--- src/rtl/light_pattern_seq.sv ---
// light_pattern_seq: drives the light-dance shift/load stage.
// Turns a selected lighting pattern into passes of one parallel-load step
// followed by eight LSB-first serial-shift steps, each marked by a one-cycle
// `step` strobe. Step rate, repeat count and abort are runtime-controlled.
// Optional feature macro: LIGHTSEQ_USER_PATTERN_EN adds the `user_pattern`
// port and makes mode 3 use it as seed (word = ~seed). Without the macro,
// mode 3 behaves like mode 0.
module light_pattern_seq #(
  parameter int PRESCALE_W = 16
) (
  input  logic                  clk,
  input  logic                  arst,
  input  logic                  start,
  input  logic                  stop,
  input  logic [1:0]            mode,
  input  logic [PRESCALE_W-1:0] step_div,
  input  logic [3:0]            repeat_cnt,
`ifdef LIGHTSEQ_USER_PATTERN_EN
  input  logic [7:0]            user_pattern,
`endif
  output logic                  step,
  output logic                  load,
  output logic                  din,
  output logic [7:0]            pdata,
  output logic                  busy,
  output logic                  done
);

  typedef enum logic [1:0] {
    IDLE  = 2'd0,
    LOAD  = 2'd1,
    SHIFT = 2'd2,
    FIN   = 2'd3
  } state_t;

  state_t                state_q, state_d;
  logic [PRESCALE_W-1:0] presc_q, presc_d;
  logic [PRESCALE_W-1:0] div_q, div_d;
  logic [3:0]            rep_q, rep_d;
  logic [3:0]            pass_q, pass_d;
  logic [2:0]            bit_q, bit_d;
  logic [7:0]            word_q, word_d;
  logic                  step_d, load_d, din_d, busy_d, done_d;
  logic [7:0]            pdata_d;

  logic [7:0]            sel_seed, sel_word;
  logic                  expiry;
  logic                  last_pass;

  // Pattern table: seed for the load step and the word shifted out LSB first.
  always_comb begin
    sel_seed = 8'h80;
    sel_word = 8'h00;
    case (mode)
      2'd1: begin sel_seed = 8'hF0; sel_word = 8'h0F; end
      2'd2: begin sel_seed = 8'hAA; sel_word = 8'h55; end
`ifdef LIGHTSEQ_USER_PATTERN_EN
      2'd3: begin sel_seed = user_pattern; sel_word = ~user_pattern; end
`endif
      default: ;
    endcase
  end

  // The prescaler runs 0..div-1; the step fires on the div-th cycle.
  assign expiry = (presc_q == div_q - PRESCALE_W'(1));

  // A pass ends the sequence only for a finite repeat count that is reached.
  assign last_pass = (rep_q != 4'd0) &&
                     (({1'b0, pass_q} + 5'd1) >= {1'b0, rep_q});

  // Next-state and next-output logic; stop beats expiry beats start.
  always_comb begin
    // NOTE: every target gets a default first so no path leaves it unassigned
    // and no latch is inferred.
    state_d = state_q;
    presc_d = presc_q;
    div_d   = div_q;
    rep_d   = rep_q;
    pass_d  = pass_q;
    bit_d   = bit_q;
    word_d  = word_q;
    pdata_d = pdata;
    din_d   = din;
    busy_d  = busy;
    step_d  = 1'b0;
    load_d  = 1'b0;
    done_d  = 1'b0;

    if (state_q != IDLE && stop) begin
      // Abort: no further strobe, no done; pdata keeps the current seed.
      state_d = IDLE;
      busy_d  = 1'b0;
      din_d   = 1'b0;
    end else begin
      case (state_q)
        IDLE: begin
          if (start && !stop) begin
            state_d = LOAD;
            div_d   = (step_div == '0) ? PRESCALE_W'(1) : step_div;
            rep_d   = repeat_cnt;
            word_d  = sel_word;
            pdata_d = sel_seed;
            presc_d = '0;
            pass_d  = 4'd0;
            bit_d   = 3'd0;
            busy_d  = 1'b1;
          end
        end
        LOAD: begin
          if (expiry) begin
            presc_d = '0;
            step_d  = 1'b1;
            load_d  = 1'b1;
            bit_d   = 3'd0;
            state_d = SHIFT;
          end else begin
            presc_d = presc_q + PRESCALE_W'(1);
          end
        end
        SHIFT: begin
          if (expiry) begin
            presc_d = '0;
            step_d  = 1'b1;
            din_d   = word_q[bit_q];
            bit_d   = bit_q + 3'd1;
            if (bit_q == 3'd7) begin
              // Saturate so continuous mode never wraps the pass count.
              pass_d  = (pass_q == 4'hF) ? pass_q : pass_q + 4'd1;
              state_d = last_pass ? FIN : LOAD;
            end
          end else begin
            presc_d = presc_q + PRESCALE_W'(1);
          end
        end
        FIN: begin
          done_d  = 1'b1;
          busy_d  = 1'b0;
          state_d = IDLE;
        end
        default: state_d = IDLE;
      endcase
    end
  end

  // State, counters and registered outputs.
  always_ff @(posedge clk or negedge arst) begin
    if (!arst) begin
      // NOTE: sequential state uses non-blocking assignments so every register
      // samples pre-edge values regardless of statement order.
      state_q <= IDLE;
      presc_q <= '0;
      div_q   <= PRESCALE_W'(1);
      rep_q   <= 4'd0;
      pass_q  <= 4'd0;
      bit_q   <= 3'd0;
      word_q  <= 8'h00;
      pdata   <= 8'h00;
      din     <= 1'b0;
      busy    <= 1'b0;
      step    <= 1'b0;
      load    <= 1'b0;
      done    <= 1'b0;
    end else begin
      state_q <= state_d;
      presc_q <= presc_d;
      div_q   <= div_d;
      rep_q   <= rep_d;
      pass_q  <= pass_d;
      bit_q   <= bit_d;
      word_q  <= word_d;
      pdata   <= pdata_d;
      din     <= din_d;
      busy    <= busy_d;
      step    <= step_d;
      load    <= load_d;
      done    <= done_d;
    end
  end

endmodule

--- config.mk ---
export PLATFORM = sky130hd
export DESIGN_NAME = light_pattern_seq
export DESIGN_NICKNAME = d
export VERILOG_FILES = /design/src/rtl/light_pattern_seq.sv
export SDC_FILE = /design/constraint.sdc
export NUM_CORES = 1
export LEC_CHECK = 0
export BUFFER_PORTS_ARGS = -buffer_cell sky130_fd_sc_hd__buf_2
export CELL_PAD_IN_SITES_DETAIL_PLACEMENT = 0
export CELL_PAD_IN_SITES_GLOBAL_PLACEMENT = 1
export CORE_AREA = 3 3 91 93
export DETAILED_ROUTE_END_ITERATION = 8
export DIE_AREA = 0 0 94 96
export PLACE_DENSITY_LB_ADDON = 0.15
export REMOVE_ABC_BUFFERS = 1
export SLEW_MARGIN = 10
export SYNTH_ARGS = -nofsm -noshare
export SYNTH_HDL_FRONTEND = slang
export SYNTH_SLANG_ARGS = --single-unit
--- constraint.sdc ---
create_clock -name clk -period 4.3 [get_ports clk]
set_clock_uncertainty 0.15 [all_clocks]
set_input_delay 0.86 -clock clk [delete_from_list [all_inputs] [get_ports clk]]
set_output_delay 0.86 -clock clk [all_outputs]
set_load 0.01 [all_outputs]
==> impl_metrics.toml, run 1 <==
[run_status]
outcome = "completed"

[cts]
cts.repair.resized = 0
root_buffer = "clkbuf_8"
cts_tree = "built"
cts_setup_buffers = 0
cts_made_buffers = 5
cts_sinks = 54
clk_latency_ns = 0.31
cts_hold_buf = 0
clk_pin_slew_ns = 0.10
clock_path_buffers = 2
h-tree-depth = 2

[global_route]
grt_pass1_wl_um = 12120
grt_max_degree = 34
grt_use_total_pct = 17.12
grt_pass1_vias = 2433
antenna_found_initial = 0
grt-ovfl-total = 0

[cells_and_area]
fin_area_um2 = 3680
nets = 421
drive_gt1_share_pct = 20.21
areaGrowthSynthToFinish_pct = 9.944
antenna_cells = 0

[floorplanning]
dieHeight_um = 96
core_area_um2 = 7607
rows = 32
start_util_pct = 44.00
num_io_pins = 39
die-area_um2 = 9024
die_w_um = 94

[placement]
dpl_cell_area_um2 = 3585
io_buffer_count = 36
gp_congestion = 0.8161
dpl.hpwl_um = 5505

[sta]
slew_viol_final = 0
period_share_pct = 78.35
setup_viol = 0
max_freq_mhz = 296.8
layout_min_cycle_time_ns = 3.369
hold_violations = 0
fin_setup_tns_ns = 0
rsz0062_at_grt = "no"
worst_slew_pin_slew_ns = 1.097
max_slew_margin_pct = 26.87

[yosys]
ys_seq_area_share_pct = 40.41
synth_flop_cell = "dfrtp_1"
synth.area.top_cells = "dfrtp_1 (40%), mux2_2 (7.4%), ha_1 (5.6%)"
synth_top_area_cell = "dfrtp_1"
synth.most_common_cell = "dfrtp_1"
synth_warnings = 0
yosysTopAreaCellShare_pct = 39.63
syn_area_um2 = 3347
synth_cell_type_count = 58
ys_ff_latch = 54
syn_area_per_cell_um2 = 9.563
synth_common_cells = "dfrtp_1 (53), nand2_1 (30), nor2_1 (30), mux2_2 (22), inv_1 (21)"
synth_edf_count = 0
syn_inst = 350
async_flop_share_pct = 100.0

[worst_setup_path]
required_ns = 4.36
crit_type = "reg2reg"
crit_path_start_kind = "register"
crit_chain = "inv_1 -> ha_1 -> or3b_2 -> o31a_1 -> or4_4 -> o211ai_2 -> o2111a_2 -> nand2_1 -> mux2_4 -> a22o_1"
crit_buf_inv = 1
startpoint = "div_q[0]"
cp_max_fo = 15
cp_top_family = "simple AND/OR/NAND/NOR gates"
end_kind = "register"
worst_ep_arrival_time_ns = 3.43
cpMaxStageDelayCell = "or3b_2"
critPathMaxStageDelay_ns = 0.54
r2r_start = "div_q[0]"

[routing]
vias_per_cell = 5.311
first_iter_violations = 145
wl_um = 7364
ant_nets = 0
route.detailed.drc = 0
firstDrtPassIters = 4
wl_per_cell_um = 15.25
num_vias = 2565

[min_path]
hp-start = "pdata[7]"
hold_path_class = "reg2reg"

[pwr]
power_density_nw_per_um2 = 519.5
p_leak_nw = 1.652
vdd.ir_drop.worst_v = 0.0002669

[flow_run]
maxCapViolCount = 0
==> cells in the final DEF, fill, tap and decap left out, types with 3 or more instances in the layout <==
| cell | count |
|---|---|
| dfrtp_1 | 53 |
| buf_2 | 36 |
| nand2_1 | 30 |
| nor2_1 | 30 |
| mux2_2 | 22 |
| inv_1 | 21 |
| xor2_1 | 19 |
| ha_1 | 15 |
| o21ai_0 | 13 |
| nand3_1 | 11 |
| nand2b_1 | 10 |
| nor4_1 | 10 |
| xnor2_1 | 7 |
| nor3_1 | 7 |
| a21oi_1 | 6 |
| clkbuf_8 | 6 |
| or3_1 | 5 |
| nand4_1 | 5 |
| a22o_1 | 5 |
| nor2b_1 | 4 |
| a31oi_1 | 4 |
| o22ai_1 | 4 |
| nand3b_1 | 4 |
| o21ai_1 | 4 |
| and4_1 | 3 |
| and3_1 | 3 |
| or4_1 | 3 |
| mux2i_1 | 3 |
==> sequential cells by signal (all words and copies together), names as in the netlist <==
| signal | cells |
|---|---|
| bit_q | 3 |
| busy | 1 |
| din | 1 |
| div_q | 16 |
| done | 1 |
| load | 1 |
| pass_q | 4 |
| pdata | 4 |
| presc_q | 16 |
| rep_q | 4 |
| state_q | 2 |
| step | 1 |
==> through the flow <==
step	power, mW	util (%)	hold slack (ns)	setup WS, ns	std cells
floorplan	1.382	-	0.3038	1.133	335
global placement	1.612	47.12	0.2961	1.002	475
detailed placement	1.620	47.12	0.3032	0.9406	475
CTS	1.931	48.37	0.3269	0.9348	483
global route	2.076	48.37	0.3657	0.7726	483
finish	1.912	48.37	0.3179	0.9309	483
==> cells by family (layout without fill, tap and decap cells) <==
| logic type | after synthesis | after routing | share of synthesized area, % |
|---|---|---|---|
| XOR/XNOR | 27 | 27 | 7.477 |
| other | 1 | 2 | 0.1120 |
| flip-flops | 54 | 54 | 40.41 |
| buffers and inverters | 37 | 67 | 5.010 |
| multiplexers | 26 | 26 | 8.748 |
| adder cells (fa/ha/maj) | 15 | 15 | 5.607 |
| AO/OA/AOI/OAI | 55 | 55 | 11.21 |
| AND/OR/NAND/NOR | 135 | 135 | 21.42 |
==> worst reg2reg max path, stage by stage, from the launching register on <==
cell      delay (ns)
dfstp_2         0.40
inv_1           0.07
ha_1            0.22
or3b_2          0.54
o31a_1          0.28
or4_4           0.48
o211ai_2        0.09
o2111a_2        0.44
nand2_1         0.13
mux2_4          0.30
a22o_1          0.17
==> routing by layer <==
layer / vias to the layer above / routed length [um] / GRT usage (%)
met5: - / 0 / 0
met4: 0 / 76 / 5.054
met3: 5 / 180 / 2.580
met2: 34 / 3506 / 28.09
met1: 1229 / 3600 / 23.49
li1: 1297 / - / -
==> where the power goes <==
group	internal [mW]	total (mW)	switching, mW
combinational	0.366	0.764	0.398
sequential	0.654	0.845	0.191
clock	0.130	0.302	0.172
==> path summary, 6_finish.rpt <==
check	cells past startpoint	slack (ns)	endpoint
setup / recovery	10	0.93	pass_q[2]
hold / removal	1	0.32	pdata[7]
setup reg to reg	10	0.93	pass_q[2]
hold reg to reg	1	0.32	pdata[7]
max in group asynchronous	2	2.82	presc_q[4]
min in group asynchronous	1	0.36	presc_q[15]
==> layout make-up <==
cell class | count | area [um2]
Clock buffer | 6 | 82.58
Fill cell | 749 | 3928
Timing Repair Buffer | 38 | 195.2
Clock inverter | 2 | 12.51
Sequential cell | 54 | 1353
Inverter | 21 | 78.83
Multi-Input combinational cell | 260 | 1831
Tap cell | 102 | 127.6
(Power assumes the default switching activity.)
==> run 2, diff against run 1 <==
Settings changed: ABC_AREA from default to 1, CORE_AREA 3 3 91 93 to 3 3 96 98, DIE_AREA 0 0 94 96 to 0 0 99 101.
Clock period 4.3 ns to 3.3 ns, I/O delays scaled along.
==> impl_metrics.toml, run 2 <==
[yosys]
ys_seq_area_share_pct = 37.37
synth.area.top_cells = "dfrtp_1 (37%), nand2_1 (15%), inv_1 (5.3%)"
synth_edf_count = 0
synth_xor_area_share_pct = 6.671
synth_top_area_cell = "dfrtp_1"
synth_mux_area_share_pct = 0
syn_area_um2 = 3620
synth.most_common_cell = "nand2_1"
synth_warnings = 0
syn_inst = 488
syn_area_per_cell_um2 = 7.417
synth_cell_type_count = 46
async_flop_share_pct = 100.0
yosysTopAreaCellShare_pct = 36.64
synth_common_cells = "nand2_1 (147), dfrtp_1 (53), inv_1 (51), nor2_1 (36), nand3_1 (29)"
synth_top_family_by_area = "simple AND/OR/NAND/NOR gates"
synth_simple_gate_area_share_pct = 33.63
ys_ff_latch = 54
synth_compound_area_share_pct = 8.884
synth_adder_area_share_pct = 5.185
synth_flop_cell = "dfrtp_1"

[cts]
cts_setup_buffers = 0
cts_made_buffers = 5
clk_latency_ns = 0.31
h-tree-depth = 2
cts_tree = "built"
clk_pin_slew_ns = 0.10
cts.repair.resized = 0
cts_hold_buf = 0
clock_path_buffers = 2
root_buffer = "clkbuf_8"
cts_sinks = 54

[sta]
max_freq_mhz = 376.3
period_share_pct = 80.52
layout_min_cycle_time_ns = 2.657
setup_viol = 0
max_slew_margin_pct = 48.95
worst_slew_pin_slew_ns = 0.7464
hold_violations = 0
slew_viol_final = 0
rsz0062_at_grt = "no"
fin_setup_tns_ns = 0

[worst_setup_path]
worst_ep_arrival_time_ns = 2.70
cp_top_family = "buffers and inverters"
crit_path_start_kind = "register"
end_kind = "register"
crit_buf_inv = 3
crit_type = "reg2reg"
critPathMaxStageDelay_ns = 0.45
required_ns = 3.35
cpMaxStageDelayCell = "dfrtp_1"
r2r_slack_ns = 0.64
cp_max_fo = 16
crit_chain = "inv_1 -> ha_1 -> nor2_1 -> nor2_1 -> nand2_1 -> clkinv_1 -> buf_4 -> nand2_1 -> xor2_1 -> a21oi_1"

[routing]
wl_per_cell_um = 13.41
wl_um = 8486
m1WireLength_um = 4095
ant_nets = 0
firstDrtPassIters = 4
first_iter_violations = 148
met2_length_um = 4038
num_vias = 3102
route.detailed.drc = 0
routed.top_layer = "met4"
wl_met3_um = 250
vias_per_cell = 4.900

[cells_and_area]
antenna_cells = 0
mostFrequentLayoutCell = "nand2_1"
fillerInstances = 881
areaGrowthSynthToFinish_pct = 10.23
nets = 565
final_cell_mix = "nand2_1 (147), dfrtp_1 (53), inv_1 (51), nor2_1 (36), buf_2 (36)"
top_regs = "div_q: 16 flops, presc_q: 16 flops"
drive_gt1_share_pct = 16.19

[min_path]
hold_path_class = "in2async"

[pwr]
total_power_mw = 3.012
p_leak_nw = 2.074
vdd.ir_drop.worst_v = 0.0004720
power_density_nw_per_um2 = 754.9

[floorplanning]
die_w_um = 99
num_io_pins = 39
die-area_um2 = 9999
core_area_um2 = 8551
dieHeight_um = 101
start_util_pct = 42.33
rows = 34

[global_route]
grt_use_total_pct = 18.02
grt_max_degree = 31
antenna_found_initial = 0
grt-ovfl-total = 0
grt_pass1_vias = 2975
grt_pass1_wl_um = 14370

[run_status]
outcome = "completed"

[placement]
io_buffer_count = 36
gp_congestion = 0.8780
dpl.hpwl_um = 6866

[flow_run]
maxCapViolCount = 0
-- run 2: cell count changes in the layout (fill, tap and decap cells not counted), moves of 11 or more --
cell / delta
nand2_1: +117
inv_1: +30
mux2_2: -22
nand3_1: +18
o21ai_0: +13
nand2_2: +11
-- run 2: worst reg2reg max path: cells and delay by family (launching register included) --
kind | cells | cell delay, ns
xor gates and xnor gates | 1 | 0.15
buffers and inverters | 3 | 0.87
DFF | 1 | 0.45
and+or+nand+nor | 4 | 0.62
adders and majority gates | 1 | 0.24
AOI/OAI and AO/OA | 1 | 0.05
-- run 2: path summary, 6_finish.rpt --
kind	start	end	depth (start not counted)
hold reg to reg	pdata[7]	pdata[7]	1
hold / removal	arst	presc_q[7]	1
max in group asynchronous	arst	div_q[0]	2
setup reg to reg	state_q[0]	presc_q[5]	10
setup / recovery	state_q[0]	presc_q[5]	10
min in group clk	pdata[7]	pdata[7]	1
-- run 2: final cells by class --
cell class              count  area [um2]  share of cell area [%]
multi-input cells         363        1976                   49.51
clock buffers               6       72.57                   1.819
clock inverters             2       10.01                  0.2509
flip-flops and latches     54        1353                   33.90
well taps                 108       135.1                   3.387
repair buffers             41       217.7                   5.456
inverters                  59       226.5                   5.676
-- run 2: report_power, final --
part	switching (mW)	leakage (nW)	internal, mW
registers	0.206	0.704	0.856
logic	1.03	1.33	0.552
clock network	0.221	0.0450	0.148
total	1.46	2.07	1.56
-- run 2: cells by family (layout without fill, tap and decap cells) --
group,Yosys count,in the layout
buffers and inverters,72,108
other,1,2
adders and majority gates,15,15
AOI/OAI and AO/OA,58,58
DFF,54,54
xor gates and xnor gates,25,25
and+or+nand+nor,263,263
-- run 2: metal layers --
metal,vias to the layer above,GRT usage [%]
met4,0,4.202
met3,7,2.422
li1,1624,-
met5,-,0
met1,1418,24.59
met2,53,30.48
-- run 2: per-stage QoR --
| step | std cells | hold WS (ns) | area (um2) | utilization (%) | setup slack (ns) |
|---|---|---|---|---|---|
| floorplan | 476 | 0.2144 | 3555 | - | 0.9586 |
| global route | 633 | 0.2826 | 3990 | 46.66 | 0.3773 |
| global placement | 625 | 0.2986 | 3908 | 45.70 | 0.7287 |
| CTS | 633 | 0.2568 | 3990 | 46.66 | 0.6555 |
| detailed placement | 625 | 0.3093 | 3908 | 45.70 | 0.6617 |
| finish | 633 | 0.2357 | 3990 | 46.66 | 0.6427 |
